<file path="config.mk">
export PLATFORM = sky130hd
export DESIGN_NAME = fetch_ctrl
export DESIGN_NICKNAME = d
export VERILOG_FILES = /design/src/rtl/fetch_ctrl.sv
export SDC_FILE = /design/constraint.sdc
export NUM_CORES = 1
export LEC_CHECK = 0
export ABC_CLOCK_PERIOD_IN_PS = 10900
export CORE_MARGIN = 10
export CORE_UTILIZATION = 25
export DETAILED_ROUTE_END_ITERATION = 8
export GPL_TIMING_DRIVEN = 0
export PLACE_DENSITY = 0.42
export SLEW_MARGIN = 20
export SYNTH_ARGS = -nofsm -noshare
export SYNTH_HDL_FRONTEND = slang
export SYNTH_SLANG_ARGS = --single-unit
</file>
<file path="constraint.sdc">
create_clock -name clk -period 10.9 [get_ports clk]
set_clock_uncertainty 0.05 [all_clocks]
set_input_delay 1.09 -clock clk [delete_from_list [all_inputs] [get_ports clk]]
set_output_delay 1.09 -clock clk [all_outputs]
set_load 0.005 [all_outputs]
</file>
<file path="src/rtl/fetch_ctrl.sv">
`default_nettype none
// +--------------------------------------------------------------------------+
// | fetch_ctrl                                                               |
// | Sequences a 1-cycle-latency instruction ROM into a 2-entry output buffer |
// | with valid/ready delivery, redirects and address-fault entries.          |
// | Revision: 1.0                                                            |
// +--------------------------------------------------------------------------+
module fetch_ctrl #(
   parameter logic [31:0] RESET_PC    = 32'h0000_0000,
   parameter int          MEMORY_SIZE = 1024
) (
   input  logic        clk,
   input  logic        reset,
   input  logic        redirect_valid,
   input  logic [31:0] redirect_pc,
   output logic        out_valid,
   input  logic        out_ready,
   output logic [31:0] out_instr,
   output logic [31:0] out_pc,
   output logic        out_fault,
   output logic        rom_read_enable,
   output logic [31:0] rom_address,
   input  logic [31:0] rom_data_out
);

   localparam logic [31:0] c_num_words = 32'(MEMORY_SIZE / 32);
   localparam logic [31:0] c_nop       = 32'h0000_0013;

   logic [31:0] r_pc;
   logic [31:0] r_inflight_pc;
   logic        r_inflight;
   logic        r_halted;
   logic [31:0] r_fifo_pc    [2];
   logic [31:0] r_fifo_instr [2];
   logic        r_fifo_fault [2];
   logic        r_rd_ptr;
   logic        r_wr_ptr;
   logic [1:0]  r_count;

   logic        w_pop;
   logic [2:0]  w_occupancy;
   logic        w_pc_fault;
   logic        w_can_issue;
   logic        w_issue;
   logic        w_fault_push;
   logic        w_cap_push;
   logic        w_fault_idx;

   assign out_valid   = (r_count != 2'd0);
   assign w_pop       = out_valid && out_ready;
   // Slots that will still be claimed after this cycle's pop; capture lands next edge.
   assign w_occupancy = {1'b0, r_count} + {2'b00, r_inflight} - {2'b00, w_pop};
   assign w_pc_fault  = (r_pc[1:0] != 2'b00) || ((r_pc >> 2) >= c_num_words);
   assign w_can_issue = !reset && !r_halted && !redirect_valid && (w_occupancy < 3'd2);
   assign w_issue     = w_can_issue && !w_pc_fault;
   assign w_fault_push = w_can_issue && w_pc_fault;
   assign w_cap_push  = !reset && !redirect_valid && r_inflight;
   // A fault can be pushed alongside a capture; the older capture goes first.
   assign w_fault_idx = r_wr_ptr ^ w_cap_push;

   assign rom_read_enable = w_issue;
   assign rom_address     = w_issue ? {2'b00, r_pc[31:2]} : 32'h0;

   assign out_pc    = out_valid ? r_fifo_pc[r_rd_ptr]    : 32'h0;
   assign out_instr = out_valid ? r_fifo_instr[r_rd_ptr] : 32'h0;
   assign out_fault = out_valid ? r_fifo_fault[r_rd_ptr] : 1'b0;

   always_ff @(posedge clk) begin
      if (w_cap_push) begin
         r_fifo_pc[r_wr_ptr]    <= r_inflight_pc;
         r_fifo_instr[r_wr_ptr] <= rom_data_out;
         r_fifo_fault[r_wr_ptr] <= 1'b0;
      end
      if (w_fault_push) begin
         r_fifo_pc[w_fault_idx]    <= r_pc;
         r_fifo_instr[w_fault_idx] <= c_nop;
         r_fifo_fault[w_fault_idx] <= 1'b1;
      end
   end

   always_ff @(posedge clk) begin
      if (reset) begin
         r_pc          <= RESET_PC;
         r_inflight_pc <= 32'h0;
         r_inflight    <= 1'b0;
         r_halted      <= 1'b0;
         r_rd_ptr      <= 1'b0;
         r_wr_ptr      <= 1'b0;
         r_count       <= 2'd0;
      end else if (redirect_valid) begin
         r_pc       <= redirect_pc;
         r_inflight <= 1'b0;
         r_halted   <= 1'b0;
         r_rd_ptr   <= 1'b0;
         r_wr_ptr   <= 1'b0;
         r_count    <= 2'd0;
      end else begin
         r_inflight <= w_issue;
         if (w_issue) begin
            r_inflight_pc <= r_pc;
            r_pc          <= r_pc + 32'd4;
         end
         if (w_fault_push) begin
            r_halted <= 1'b1;
         end
         r_wr_ptr <= r_wr_ptr ^ (w_cap_push ^ w_fault_push);
         r_rd_ptr <= r_rd_ptr ^ w_pop;
         r_count  <= r_count + {1'b0, w_cap_push} + {1'b0, w_fault_push} - {1'b0, w_pop};
      end
   end

endmodule
`default_nettype wire

</file>
# Word level (Yosys, flattened, before mapping)
# Memories as Yosys holds them, arrays and structs flattened. A register that Yosys moved wholly into a read port is not among the register bits.
# Index checks and enable logic that the tools add are counted.
[word_totals] ram_bits=130 out_inout_bits=99 rom_bits=0 word_cells=54 latch_bits=0 in_bits=68 reg_bits=70 mem_count=3
[mem_list] name="r_fifo_instr" depth=2 word_bits=32 read_ports=1 rd_clocked_by_memory_dff=1 write_ports=2 line="34" rtl="logic [31:0] r_fifo_instr [2];"
[mem_list] name="r_fifo_pc" depth=2 word_bits=32 read_ports=1 rd_clocked_by_memory_dff=1 write_ports=2 line="33" rtl="logic [31:0] r_fifo_pc [2];"
[mem_list] name="r_fifo_fault" depth=2 word_bits=1 read_ports=1 rd_clocked_by_memory_dff=1 write_ports=2 line="35" rtl="logic r_fifo_fault [2];"
[op_classes] order_cmp=2 n_mux=13 bitwise_logic=5 n_shift=0 eq_ne=0 addsub=6 n_reduce_logical=18 n_div=0 multipliers=0
[ops] op="$mux W32" count=4
[ops] op="$add A32 B3 Y32 const B" count=1
[ops] op="$ge A30 B6 Y1 const B" count=1
[ops] op="$mux W30" count=1
[ops] op="$logic_and A1 B1 Y1" count=8
[ops] op="$mux W1" count=8
[ops] op="$reduce_bool A2 Y1" count=3
[ops] op="$add A2 B1 Y2" count=2
[ops] op="$logic_not A1 Y1" count=4
[ops] op="$xor A1 B1 Y1" count=4
[ops] op="$add A2 B1 Y3" count=1
[ops] op="$lt A3 B2 Y1 const B" count=1
[ops] op="$sub A3 B1 Y3" count=1
[ops] op="$reduce_and A2 Y1" count=1
[ops] op="$reduce_or A2 Y1" count=1
[ops] op="$sub A2 B1 Y2" count=1
[ops] op="$logic_or A1 B1 Y1" count=1
[ops] op="$not A1 Y1" count=1

# Longest topological paths before layout
# Gate-level depths: netlist (run 1).
[depth] depth_word=8 mapped_depth=15 ltp_nobuf=15

# Worst setup path after synthesis (run 1)
# OpenSTA, ideal clock, no wires.
[synth_path] path_kind="input-to-reg" start="input out_ready" end="memory r_fifo_pc[1][0] (enable)" setup_slack_ns=6.722 t_arrival_ns=3.741 path_buffers=0 setup_ns=0.387 path_stages=9 cell_sequence="and2_1 -> ha_1 -> nand2b_1 -> fa_1 -> xnor2_1 -> and4b_1 -> o21ai_1 -> fa_1 -> inv_1"
[synth_lines] element="start: declaration" line="17" rtl="input logic out_ready,"
[synth_lines] element="end: declaration" line="33"

# Worst setup path after layout (run 1)
[layout_path] start="input out_ready" end="output rom_address[4]"
[layout_between] elab_chain_len=6
[layout_lines] element="$logic_and A1 B1 Y1" line="50" rtl="assign w_pop = out_valid && out_ready;"
[layout_lines] element="$sub A3 B1 Y3" line="52" rtl="assign w_occupancy = {1'b0, r_count} + {2'b00, r_inflight} - {2'b00, w_pop};"
[layout_lines] element="$lt A3 B2 Y1" line="54" rtl="assign w_can_issue = !reset && !r_halted && !redirect_valid && (w_occupancy < 3'd2);"
[layout_lines] element="$logic_and A1 B1 Y1" line="54"
[layout_lines] element="$logic_and A1 B1 Y1" line="55" rtl="assign w_issue = w_can_issue && !w_pc_fault;"
[layout_lines] element="$mux W30" line="62" rtl="assign rom_address = w_issue ? {2'b00, r_pc[31:2]} : 32'h0;"
[layout_lines] element="end: declaration" line="22" rtl="output logic [31:0] rom_address,"
# Every way passes these cells.

==> flow_summary.ini, run 1 <==
[outcome]
status = finished clean

[logic_synthesis]
synth.area.top_cells = dfxtp_1, edfxtp_1, mux2i_1
yosys.area.top_type = dfxtp_1
synth_top_family_by_area = multiplexers
yosysSeqAreaShare = 0.5220
synth-main-ff-cell = dfxtp_1
synthCells = 794
synth_area_per_cell_um2 = 11.21
synth_top_cell_area_share = 0.3060
synthMuxAreaShare = 0.2565
synth_adder_area_share = 0.01744
synth_edf_count = 64
yosysWarnings = 0
yosys.area_share.simple = 0.1139
synth_compound_area_frac = 0.02841
netlist_area_um2 = 8897
synth_cell_type_count = 43
ys_top_cells_by_count = mux2i_1, nor2_1, dfxtp_1, edfxtp_1, mux2_2
synth_most_common_cell = mux2i_1
synth-seq-cells = 200
synth_xor_area_frac = 0.003938
ys_async_sr_fraction = 0

[setup_path]
crit_path_end_kind = primary output
r2r_start = r_count[1]
critPathKind = in2out
reg2reg_to = r_fifo_pc[0][27]
endpoint = rom_address[4]
r2r_slack_ps = 6850
startpoint_type = input port
cp.arrival_ps = 4370
startpoint = out_ready
rr_worst_depth = 12
cp.required_ps = 9760
cp_max_fo = 10

[global_route]
antenna_found_initial = 0
grt_max_degree = 26
gr-total-overflow = 0
grt_use_total = 0.1197
grt_pass1_vias = 6511
grt_pass1_wl_mm = 40.83

[finish]
drive_above_1_share = 0.1463
final_nets = 1056
design_area_um2 = 11630
syn2layout_area_growth_pct = 30.67
antenna_cells = 0

[pwr]
power_density_nw_per_um2 = 140.1
leakagePower_nw = 4.215
irDropWorstVdd_uv = 111.1

[clock_tree]
postCtsSetupBuffers = 0
clock_sinks = 200
ctsHoldBuffers = 0
clkTransAtPathRegs_ps = 70
cts_resized = 0
clockRootBuffer = clkbuf_16
clk_latency_ps = 440
numCtsBuffers = 17
cts_tree = built
htreeDepth = 4
cts_buffer_depth = 2

[timing]
fmax_mhz = 181.3
worst_slew_pin_slew_ps = 888.1
setup_tns_ps = 0
drv_slew = 0
period_share = 0.5059
rsz0062_at_grt = no
relSlewSlack = 0.4079
setup_viol = 0
min_period_ps = 5515
finalHoldViolCount = 0

[floorplanning]
dieArea_um2 = 43530
fp.dieW_um = 208.7
die_height_um = 208.7
core-area_um2 = 35310
rows = 69
start_util = 0.2520
io_pins = 167

[place]
dp_hpwl_mm = 18.94
place_area_um2 = 11000
numPortBuffers = 137
place_congestion = 0.7513

[route]
ant_nets = 0
dr.max_layer_used = met4
wl_met2_mm = 12.00
first_pass_iters = 4
routed-wl-met3_mm = 1.218
drc = 0
wl_met1_mm = 12.82
dr_total_vias = 6141
via_per_inst = 4.229
routedWlPerCell_um = 18.07
drt-initial-drc-count = 244
drt_wl_total_mm = 26.23

[worst_hold_path]
worstHoldPathType = reg2reg

[run]
drv_cap = 0
[kinds of logic (layout without fill, tap and decap cells)]
| kind of cell | Yosys count | in the layout |
|---|---|---|
| simple gates | 227 | 227 |
| mux | 220 | 220 |
| flops | 200 | 200 |
| buf+inv | 97 | 268 |
| compound gates | 35 | 35 |
| fa+ha+maj | 10 | 10 |
| xor+xnor | 4 | 4 |
| other cells | 1 | 27 |
[per-stage QoR]
stage	instances	total power, mW	utilization	setup WS [ps]	hold WS, ps
detailed placement	1420	0.9903	0.3115	5345	399.5
global route	1452	1.703	0.3293	5237	450.3
CTS	1452	1.658	0.3293	5328	412.3
global placement	1418	0.9877	0.3099	5170	397.7
floorplan	820	0.9030	-	6722	379.5
finish	1452	1.629	0.3293	5385	412.2
[routing by layer]
metal	up-vias	GRT usage
met2	118	0.1921
met4	0	0.02382
li1	3082	-
met5	-	0
met1	2930	0.1610
met3	11	0.02803
[cells in the final DEF (no fill, tap or decap), drive strengths merged, types with 2 or more instances in the layout]
cell           count
mux2i            156
nor2             153
clkdlybuf4s50    137
dfxtp            136
edfxtp            64
mux2              64
buf               53
clkbuf            47
and2              29
conb              27
inv               23
nand4             11
nand2             11
clkinv             8
nor3               6
nor4               6
ha                 6
a31oi              6
o31ai              5
a21oi              5
o311ai             5
o21ai              5
fa                 4
xnor2              3
nand3              3
o41a               3
o22ai              2
nand2b             2
[critical path, stage by stage]
cell and delay, ps:
clkdlybuf4s50_1 450, and2_1 230, ha_1 260, nand2b_1 150, fa_1 370, xnor2_1 210
and4b_1 350, clkbuf_1 370, nand4_1 280, inv_1 110, clkdlybuf4s50_1 500
[cell type report]
cell class                 instances  area [µm²]
multi-input combinational        523        3849
timing repair buffer             139        1419
clock buffer                      18       439.2
tap                              461       576.8
clock inverter                    14       187.7
fill                            3665       23680
sequential                       200        4644
buffer                            80       446.7
inverter                          17       63.81
[sequential cells by signal, summed over array words and instances, names as in the netlist]
| register | flops |
|---|---|
| r_fifo_instr | 64 |
| r_fifo_pc | 64 |
| r_inflight_pc | 32 |
| r_pc | 32 |
| r_count | 2 |
| r_fifo_fault | 2 |
| r_halted | 1 |
| r_inflight | 1 |
| r_rd_ptr | 1 |
| r_wr_ptr | 1 |
[how the worst min path moves through the flow]
stage / startpoint / to / slack [ps] / cells after the start
2_1_floorplan: r_fifo_fault[0] / r_fifo_fault[0] / 380 / 2
3_3_place_gp: r_fifo_fault[0] / r_fifo_fault[0] / 400 / 2
3_5_place_dp: r_fifo_fault[0] / r_fifo_fault[0] / 400 / 2
4_1_cts: r_fifo_fault[1] / r_fifo_fault[1] / 410 / 2
5_1_grt: r_inflight_pc[21] / r_inflight_pc[21] / 450 / 1
6_report: r_fifo_fault[1] / r_fifo_fault[1] / 410 / 2
[power breakdown]
part	internal, mW	switching, mW	leakage [nW]
Clock	0.322	0.337	0.302
Combinational	0.0775	0.0868	2.28
Sequential	0.790	0.0153	1.63
Note: power is estimated with default switching activity, not from simulation.
==> inputs of run 2 (changes only) <==
ABC_CLOCK_PERIOD_IN_PS = 4500   (was 10900)
PLACE_DENSITY = 0.44   (was 0.42)
clock period = 4.5 ns   (was 10.9 ns; I/O delays follow)
==> run 2 against run 1 <==
  * Flip-flop and latch count did not move
  * Sequential share of layout area grew 0.069 points
  * First-iteration DRC count decreased by 11%
  * Critical path type is now reg2out
  * Clock power is 140% higher
  * Die area did not move
  * Non-clock buffer count up 1
  * Final area fell by 0.17%
  * Setup slack worse by 5100 ps
  * Global-route usage shrank 0.18 points
  * Largest power group unchanged
  * Via count rose by 0.65%
  * Cell count is essentially flat
  * Largest cell class unchanged
  * Routed wire length shrank 1.1%
==> flow_summary.ini, run 2 (synthesis results as in run 1) <==
[route]
drt_wl_total_mm = 25.95
via_per_inst = 4.254
routedWlPerCell_um = 17.86
first_pass_iters = 5
ant_nets = 0
drt-initial-drc-count = 218
dr_total_vias = 6181
drc = 0

[floorplanning]
start_util = 0.2520
fp.dieW_um = 208.7
dieArea_um2 = 43530
die_height_um = 208.7
rows = 69
core-area_um2 = 35310
io_pins = 167

[outcome]
status = finished clean

[clock_tree]
numCtsBuffers = 17
htreeDepth = 4
clk_latency_ps = 450
cts_buffer_depth = 2
ctsHoldBuffers = 0
cts_tree = built
clockRootBuffer = clkbuf_16
clock_sinks = 200
clkTransAtPathRegs_ps = 80

[timing]
drv_slew = 0
rsz0062_at_grt = no
period_share = 0.9350
relSlewSlack = 0.3919
whs_ps = 407.8
min_period_ps = 4207
fmax_mhz = 237.7
finalHoldViolCount = 0
worst_slew_pin_slew_ps = 912.2
setup_viol = 0
setup_ws_ps = 292.5

[pwr]
irDropWorstVdd_uv = 269.9
p_switching_mw = 1.030
leakagePower_nw = 4.214
sequentialPowerShare = 0.496
internal_power_mw = 2.901
switching_share = 0.2619
clock_power_share = 0.403
p_comb_frac = 0.101
power_density_nw_per_um2 = 338.7

[place]
dp_hpwl_mm = 18.83
dpl.cell_count = 1420
place_congestion = 0.7570
dpl_worst_slack_ps = 214.2
numPortBuffers = 137

[finish]
final_common_cell = mux2i_1
final_nets = 1057
final_cells = 1453
final_cell_mix = mux2i_1, nor2_1, clkdlybuf4s50_1, dfxtp_1, edfxtp_1
syn2layout_area_growth_pct = 30.45
drive_above_1_share = 0.1492
top_regs = r_fifo_instr (64), r_fifo_pc (64)
antenna_cells = 0

[global_route]
grt_pass1_wl_mm = 40.01
antenna_found_initial = 0
grt_use_total = 0.1179
gr-total-overflow = 0
grt_max_degree = 26
grt_pass1_vias = 6440

[setup_path]
cp.arrival_ps = 3710
startpoint_type = flop
cp.required_ps = 4000
crit_path_end_kind = primary output
critPathKind = reg2out
cp_max_fo = 10

[worst_hold_path]
worstHoldPathType = reg2reg

[run]
drv_cap = 0
==> run 2: power by group through the flow <==
| stage | Combinational (mW) | Sequential, mW | Clock, mW |
|---|---|---|---|
| after floorplan | 0.208 | 1.98 | 0 |
| after global placement | 0.397 | 1.99 | 0 |
| after detailed placement | 0.404 | 1.99 | 0 |
| after CTS | 0.406 | 1.95 | 1.64 |
| after global routing | 0.441 | 1.96 | 1.70 |
| final | 0.397 | 1.95 | 1.58 |
==> run 2: path summary, 6_finish.rpt <==
check / from / end / slack, ps / cells past startpoint
min: r_fifo_fault[0] / r_fifo_fault[0] / 410 / 2
min reg2reg: r_fifo_fault[0] / r_fifo_fault[0] / 410 / 2
max reg2reg: r_count[1] / r_fifo_pc[1][27] / 520 / 12
max: r_count[1] / rom_address[4] / 290 / 12
==> run 2: through the flow <==
step           setup TNS [ps]  utilization  area, µm²  power [mW]
5_1_grt                     0       0.3287      11610       4.105
6_report                    0       0.3287      11610       3.931
3_5_place_dp                0       0.3113      10990       2.397
2_1_floorplan               0            -       8995       2.187
4_1_cts                     0       0.3284      11590       4.002
3_3_place_gp           -34580       0.3099      10940       2.391
==> run 2: final cells by class <==
cell class | instances | area (µm²)
fillers | 3581 | 23700
inverters | 17 | 63.81
clock inverters | 15 | 173.9
well taps | 461 | 576.8
clock buffers | 17 | 425.4
repair buffers | 140 | 1426
plain buffers | 80 | 449.2
flip-flops and latches | 200 | 4644
multi-input cells | 523 | 3846
==> run 2: timing repair <==
action,CTS,global route
setup buffers,0,1
pin swaps,0,1
setup endpoints to repair,6,6
resized for setup,2,2
==> run 2: critical path, cell delays in order (launching register included) <==
cell	delay [ps]
dfxtp_1	370
nor2_2	200
inv_1	70
and2_1	240
ha_1	290
nand2b_1	150
fa_1	380
xnor2_1	190
and4b_2	320
clkbuf_2	250
nand4_1	210
inv_1	100
clkdlybuf4s50_1	500
==> run 2: per-layer routing <==
layer  track usage  vias to the layer above  share of wire
met5             0                        -              0
met3       0.02714                       17          0.040
met4       0.02679                        0         0.0089
met2        0.1917                      127           0.46
met1        0.1556                     2958           0.49
li1              -                     3079              -
==> inputs of run 3 (changes only) <==
CAP_MARGIN = 0   (was unset)
==> results of run 3 <==
The final DEF is identical to that of run 2; final timing and power are the same.
